[src/rtl/ap_prof_pkg.sv]
// Shared types and helpers for the ap_ctrl_hs transaction profiler.
package ap_prof_pkg;

   localparam int PROF_TS_W  = 32;
   localparam int PROF_CNT_W = 16;

   typedef enum logic [1:0] {
      IDLE      = 2'd0,
      RUN       = 2'd1,
      DONE_WAIT = 2'd2,
      HALT      = 2'd3
   } prof_state_e;

   // One profiling record per kernel transaction, as seen at the FIFO head.
   typedef struct packed {
      logic [PROF_TS_W-1:0]  start_ts;
      logic [PROF_TS_W-1:0]  latency;
      logic [PROF_TS_W-1:0]  interval;
      logic [PROF_CNT_W-1:0] iters;
      logic                  incomplete;
   } prof_rec_t;

   // Increment v, holding at 2^w-1 (w up to 32). Callers truncate the result to w bits.
   function automatic logic [31:0] sat_inc(input logic [31:0] v, input int unsigned w);
      logic [31:0] max_v;
      max_v = (w >= 32) ? 32'hFFFF_FFFF : ((32'd1 << w) - 32'd1);
      return (v >= max_v) ? v : v + 32'd1;
   endfunction

endpackage

[src/rtl/prof_rec_fifo.sv]
// Small show-ahead record FIFO. A push while full is still accepted when a pop
// happens in the same cycle; otherwise it is dropped and flagged on push_drop.
module prof_rec_fifo
   import ap_prof_pkg::*;
#(
   parameter type rec_t = prof_rec_t,
   parameter int  DEPTH = 4
)(
   input  logic clock,
   input  logic reset,
   input  logic push,
   input  rec_t push_data,
   input  logic pop,
   output rec_t head,
   output logic full,
   output logic empty,
   output logic push_drop
);

   localparam int AW = $clog2(DEPTH);
   localparam logic [AW:0]   CNT_ONE = (AW+1)'(1);
   localparam logic [AW:0]   CNT_MAX = (AW+1)'(DEPTH);
   localparam logic [AW-1:0] PTR_ONE = AW'(1);

   rec_t          mem_q [DEPTH];
   logic [AW-1:0] wr_ptr_q, wr_ptr_d;
   logic [AW-1:0] rd_ptr_q, rd_ptr_d;
   logic [AW:0]   count_q, count_d;
   logic          do_push, do_pop;

   // Pointer/occupancy update; a pop frees the slot a same-cycle push needs.
   always_comb begin
      full      = (count_q == CNT_MAX);
      empty     = (count_q == '0);
      do_pop    = pop && !empty;
      do_push   = push && (!full || do_pop);
      push_drop = push && !do_push;
      wr_ptr_d  = do_push ? wr_ptr_q + PTR_ONE : wr_ptr_q;
      rd_ptr_d  = do_pop  ? rd_ptr_q + PTR_ONE : rd_ptr_q;
      count_d   = count_q;
      if (do_push && !do_pop) begin
         count_d = count_q + CNT_ONE;
      end else if (!do_push && do_pop) begin
         count_d = count_q - CNT_ONE;
      end
      head = empty ? '0 : mem_q[rd_ptr_q];
   end

   // Storage array, left unreset so it can map onto distributed RAM.
   always_ff @(posedge clock) begin
      if (do_push) begin
         mem_q[wr_ptr_q] <= push_data;
      end
   end

   // Control registers.
   always_ff @(posedge clock or posedge reset) begin
      if (reset) begin
         wr_ptr_q <= '0;
         rd_ptr_q <= '0;
         count_q  <= '0;
      end else begin
         wr_ptr_q <= wr_ptr_d;
         rd_ptr_q <= rd_ptr_d;
         count_q  <= count_d;
      end
   end

endmodule

[src/rtl/ap_txn_profiler.sv]
// Profiler for one ap_ctrl_hs kernel: timestamps each transaction, counts
// retired loop iterations and queues one record per transaction.
module ap_txn_profiler
   import ap_prof_pkg::*;
#(
   parameter int TS_W       = 32,
   parameter int CNT_W      = 16,
   parameter int FIFO_DEPTH = 4
)(
   input  logic             clock,
   input  logic             reset,
   input  logic             ap_start,
   input  logic             ap_ready,
   input  logic             ap_done,
   input  logic             ap_continue,
   input  logic             iter_end,
   input  logic             finish,
   output logic             rec_valid,
   input  logic             rec_ready,
   output logic [TS_W-1:0]  rec_start_ts,
   output logic [TS_W-1:0]  rec_latency,
   output logic [TS_W-1:0]  rec_interval,
   output logic [CNT_W-1:0] rec_iters,
   output logic             rec_incomplete,
   output logic [CNT_W-1:0] overflow_cnt,
   output logic             busy
);

   typedef struct packed {
      logic [TS_W-1:0]  start_ts;
      logic [TS_W-1:0]  latency;
      logic [TS_W-1:0]  interval;
      logic [CNT_W-1:0] iters;
      logic             incomplete;
   } rec_t;

   prof_state_e      state_q, state_d;
   logic [TS_W-1:0]  ts_q, ts_d;
   logic [TS_W-1:0]  t_start_q, t_start_d;
   logic [TS_W-1:0]  t_prev_q, t_prev_d;
   logic [TS_W-1:0]  interval_q, interval_d;
   logic [CNT_W-1:0] iters_q, iters_d;
   logic [CNT_W-1:0] ovf_q, ovf_d;
   logic             first_q, first_d;
   logic [CNT_W-1:0] iters_cnt;
   logic             push;
   rec_t             push_rec;
   rec_t             head;
   logic             fifo_full, fifo_empty, fifo_drop;

   // ap_ready is observed only; it never steers the FSM.
   logic unused_ap_ready;
   assign unused_ap_ready = ap_ready;

   // Transaction FSM, timestamp and record assembly.
   always_comb begin
      ts_d       = ts_q + TS_W'(1);
      state_d    = state_q;
      t_start_d  = t_start_q;
      t_prev_d   = t_prev_q;
      interval_d = interval_q;
      iters_d    = iters_q;
      first_d    = first_q;
      push       = 1'b0;
      push_rec   = '0;
      iters_cnt  = iter_end ? CNT_W'(sat_inc(32'(iters_q), CNT_W)) : iters_q;
      unique case (state_q)
         IDLE: begin
            if (finish) begin
               state_d = HALT;
            end else if (ap_start) begin
               t_start_d  = ts_q;
               interval_d = first_q ? '0 : ts_q - t_prev_q;
               t_prev_d   = ts_q;
               first_d    = 1'b0;
               iters_d    = '0;
               state_d    = RUN;
            end
         end
         RUN: begin
            iters_d = iters_cnt;
            if (ap_done || finish) begin
               push                = 1'b1;
               push_rec.start_ts   = t_start_q;
               push_rec.latency    = ts_q - t_start_q;
               push_rec.interval   = interval_q;
               push_rec.iters      = iters_cnt;
               // A done in the same cycle as finish still counts as a normal close.
               push_rec.incomplete = !ap_done;
            end
            if (finish) begin
               state_d = HALT;
            end else if (ap_done) begin
               state_d = ap_continue ? IDLE : DONE_WAIT;
            end
         end
         DONE_WAIT: begin
            if (finish) begin
               state_d = HALT;
            end else if (ap_continue) begin
               state_d = IDLE;
            end
         end
         default: begin
            state_d = HALT;
         end
      endcase
      ovf_d = fifo_drop ? CNT_W'(sat_inc(32'(ovf_q), CNT_W)) : ovf_q;
   end

   // State registers; reset discards any open transaction.
   always_ff @(posedge clock or posedge reset) begin
      if (reset) begin
         state_q    <= IDLE;
         ts_q       <= '0;
         t_start_q  <= '0;
         t_prev_q   <= '0;
         interval_q <= '0;
         iters_q    <= '0;
         ovf_q      <= '0;
         first_q    <= 1'b1;
      end else begin
         state_q    <= state_d;
         ts_q       <= ts_d;
         t_start_q  <= t_start_d;
         t_prev_q   <= t_prev_d;
         interval_q <= interval_d;
         iters_q    <= iters_d;
         ovf_q      <= ovf_d;
         first_q    <= first_d;
      end
   end

   prof_rec_fifo #(
      .rec_t (rec_t),
      .DEPTH (FIFO_DEPTH)
   ) u_fifo (
      .clock     (clock),
      .reset     (reset),
      .push      (push),
      .push_data (push_rec),
      .pop       (rec_ready),
      .head      (head),
      .full      (fifo_full),
      .empty     (fifo_empty),
      .push_drop (fifo_drop)
   );

   // Output view of the FIFO head and status.
   always_comb begin
      rec_valid      = !fifo_empty;
      rec_start_ts   = head.start_ts;
      rec_latency    = head.latency;
      rec_interval   = head.interval;
      rec_iters      = head.iters;
      rec_incomplete = head.incomplete;
      overflow_cnt   = ovf_q;
      busy           = (state_q == RUN) || (state_q == DONE_WAIT);
   end

   logic unused_full;
   assign unused_full = fifo_full;

endmodule
[config.mk]
export PLATFORM = sky130hd
export DESIGN_NAME = ap_txn_profiler
export DESIGN_NICKNAME = d
export VERILOG_FILES = /design/src/rtl/ap_prof_pkg.sv /design/src/rtl/prof_rec_fifo.sv /design/src/rtl/ap_txn_profiler.sv
export SDC_FILE = /design/constraint.sdc
export NUM_CORES = 1
export LEC_CHECK = 0
export CAP_MARGIN = 20
export CORE_ASPECT_RATIO = 0.75
export CORE_MARGIN = 4
export CORE_UTILIZATION = 35
export CTS_CLUSTER_DIAMETER = 120
export DETAILED_ROUTE_END_ITERATION = 7
export GPL_TIMING_DRIVEN = 0
export PLACE_DENSITY_LB_ADDON = 0.12
export SLEW_MARGIN = 20
export SYNTH_ARGS = -nofsm -noshare
export SYNTH_HDL_FRONTEND = slang
export SYNTH_HIERARCHICAL = 1
export SYNTH_SLANG_ARGS = --single-unit
[constraint.sdc]
create_clock -name clock -period 5.94 [get_ports clock]
set_clock_uncertainty 0.05 [all_clocks]
set_input_delay 1.188 -clock clock [delete_from_list [all_inputs] [get_ports clock]]
set_output_delay 1.188 -clock clock [all_outputs]
set_load 0.03 [all_outputs]
==> impl_metrics.py <==
metrics = {
    "clock_tree": {
        "cts.sinks": 590,
        "cts_tree": "yes",
        "htreeDepth": 2,
        "clk_pin_slew_worst_paths_ns": 0.06,
        "cts.repair.resized": 0,
        "clock_latency_ns": 0.65,
        "post_cts_buffers": 0,
        "cts-buffers-inserted": 61,
        "clockRootBuffer": "clkbuf_16",
        "cts_hold_buf": 0,
        "clock_path_buffers": 3,
    },
    "worst_setup_path": {
        "path_buf_inv": 4,
        "worstPathArrival_ns": 4.18,
        "endpoint_kind": "output pin",
        "path_max_fanout": 10,
        "rr_startpoint": "state_q[1]",
        "crit_slowest_cell": "clkbuf_1",
        "rrSetupSlack_ns": 1.98,
        "path_delay_family": "buffers and inverters",
        "r2r_cells": 9,
        "r2r_end": "u_fifo/mem_q[1][88]",
        "crit_chain": "or3_1 > clkbuf_1 > buf_2 > clkbuf_1 > and2_1 > clkdlybuf4s50_1",
        "cp_data_required_time_ns": 4.70,
        "cpMostUsedCell": "clkbuf_1",
        "critPathMaxStageDelay_ns": 0.72,
        "critPathLaunchType": "flop",
        "critPathKind": "reg -> out",
    },
    "run": {
        "cap_violations": 0,
    },
    "synth": {
        "synth_fp_nets": 1755,
        "yosysWarnings": 6,
        "syn_area_per_cell_um2": 15.1,
        "netlist_instances": 1700,
        "syn_area_um2": 25800,
    },
    "routing": {
        "wl_per_cell_um": 21.9,
        "firstDrtPassIters": 4,
        "dr.first_iter.drc_count": 1117,
        "via_per_inst": 5.02,
        "post-route-drc-count": 0,
        "totalWireLength_mm": 64.0,
        "final_antenna_net_count": 0,
        "via_count": 14661,
    },
    "placement": {
        "port_buffers": 138,
        "gp_congestion": 0.858,
        "post-dp-hpwl_mm": 44.6,
    },
    "power": {
        "static-leakage-power_nw": 11.4,
        "irDropWorstVdd_uv": 288,
        "power_mw": 15.5,
        "power_density_nw_per_um2": 504,
    },
    "floorplanning": {
        "num_rows": 85,
        "die_w_um": 321,
        "start_util": 0.356,
        "design.core.area_um2": 72300,
        "pin_count": 140,
        "die-area_um2": 78000,
        "die_h_um": 243,
    },
    "min_path": {
        "worstHoldPathType": "reg -> reg",
        "hold_depth": 2,
        "worstHoldStart": "interval_q[15]",
        "min_to": "interval_q[15]",
    },
    "grt": {
        "grt_pass1_vias": 15290,
        "grt.total_usage": 0.164,
        "grt-ovfl-total": 0,
        "antenna_found_initial": 1,
        "grt_max_degree": 84,
        "grt_pass1_wl_mm": 97.3,
    },
    "layout": {
        "fin_nets": 1970,
        "area_growth_pct": 19.8,
        "seq_area_um2": 17000,
        "nFillCells": 6600,
        "drive_gt1_frac": 0.150,
        "diodes": 0,
        "multi_input_area_um2": 8100,
    },
    "sta": {
        "tightest_slew_ns": 0.966,
        "slew_headroom": 0.356,
        "hold_viol_final": 0,
        "min_period_ns": 5.42,
        "period_share": 0.912,
        "rsz0062_at_grt": "false",
        "fmax_ghz": 0.185,
        "maxSlewViolCount": 0,
        "finalSetupViolations": 0,
        "finalSetupTns_ns": 0,
    },
    "run_status": {
        "run_status": "finished clean",
    },
}
[power by group]
part           total (mW)  switching (mW)  internal (mW)
clock                4.11            1.63           2.48
sequential           5.31           0.190           5.12
combinational        6.11            3.62           2.49
[per-layer routing]
metal | up-vias | track usage | part of all wire
met5 | - | 0 | 0
met4 | 0 | 0.0296 | 0.015
met3 | 67 | 0.0279 | 0.046
met2 | 285 | 0.245 | 0.44
met1 | 7507 | 0.254 | 0.50
li1 | 6802 | - | -
[final cells by class]
type	count	share of cell area
buffer	86	0.0130
clock buffer	74	0.0517
clock inverter	40	0.0191
inverter	63	0.00791
multi-input combinational	961	0.263
sequential	590	0.552
tap	957	0.0388
timing repair buffer	152	0.0547
[flip-flops by register name (all words and copies together), names as in the netlist]
register and flops:
u_fifo/count_q 3, overflow_cnt 16, u_fifo/rd_ptr_q 2, t_prev_q 32, first_q 1, u_fifo/wr_ptr_q 2, state_q 2, iters_q 16
interval_q 32, u_fifo/mem_q 452, ts_q 32
[worst max path at each step]
stage	from	endpoint	slack, ns	cells past startpoint
6_report	u_fifo/count_q[0]	rec_latency[31]	0.52	6
3_3_place_gp	finish	u_fifo/mem_q[3][89]	-3.20	6
2_1_floorplan	finish	u_fifo/mem_q[0][0]	0.82	5
5_1_grt	u_fifo/count_q[0]	rec_latency[28]	0.29	6
3_5_place_dp	u_fifo/count_q[0]	rec_start_ts[1]	0.96	6
4_1_cts	u_fifo/count_q[0]	rec_latency[31]	0.25	6
[worst register-to-register path, cell delays in order (launching register included)]
cell and delay, ns:
dfrtp_1 0.40, inv_1 0.10, ha_1 0.30, o21ai_1 0.34
inv_1 0.51, clkbuf_1 0.44, o21a_1 0.39, and2_4 0.52
buf_12 0.29, buf_12 0.25
[per-stage QoR]
stage	setup WS (ns)	hold slack [ns]	utilization	cells	instance area (um2)
5_1_grt	0.293	0.453	0.427	2923	30800
3_3_place_gp	-3.20	0.406	0.392	2795	28300
6_report	0.525	0.424	0.427	2923	30800
3_5_place_dp	0.959	0.415	0.396	2809	28700
4_1_cts	0.250	0.429	0.427	2923	30800
2_1_floorplan	0.819	0.385	-	1700	25800
[layout by cell type, fill, tap and decap left out, types with 51 or more instances in the layout]
cell,count
xnor2_1,51
and2_1,153
clkbuf_1,68
edfxtp_1,452
dfrtp_1,137
nor2_1,104
nand2_1,89
clkbuf_16,61
inv_1,62
clkdlybuf4s50_1,138
mux4_2,113
No activity file was read; power rests on OpenSTA's default activity.
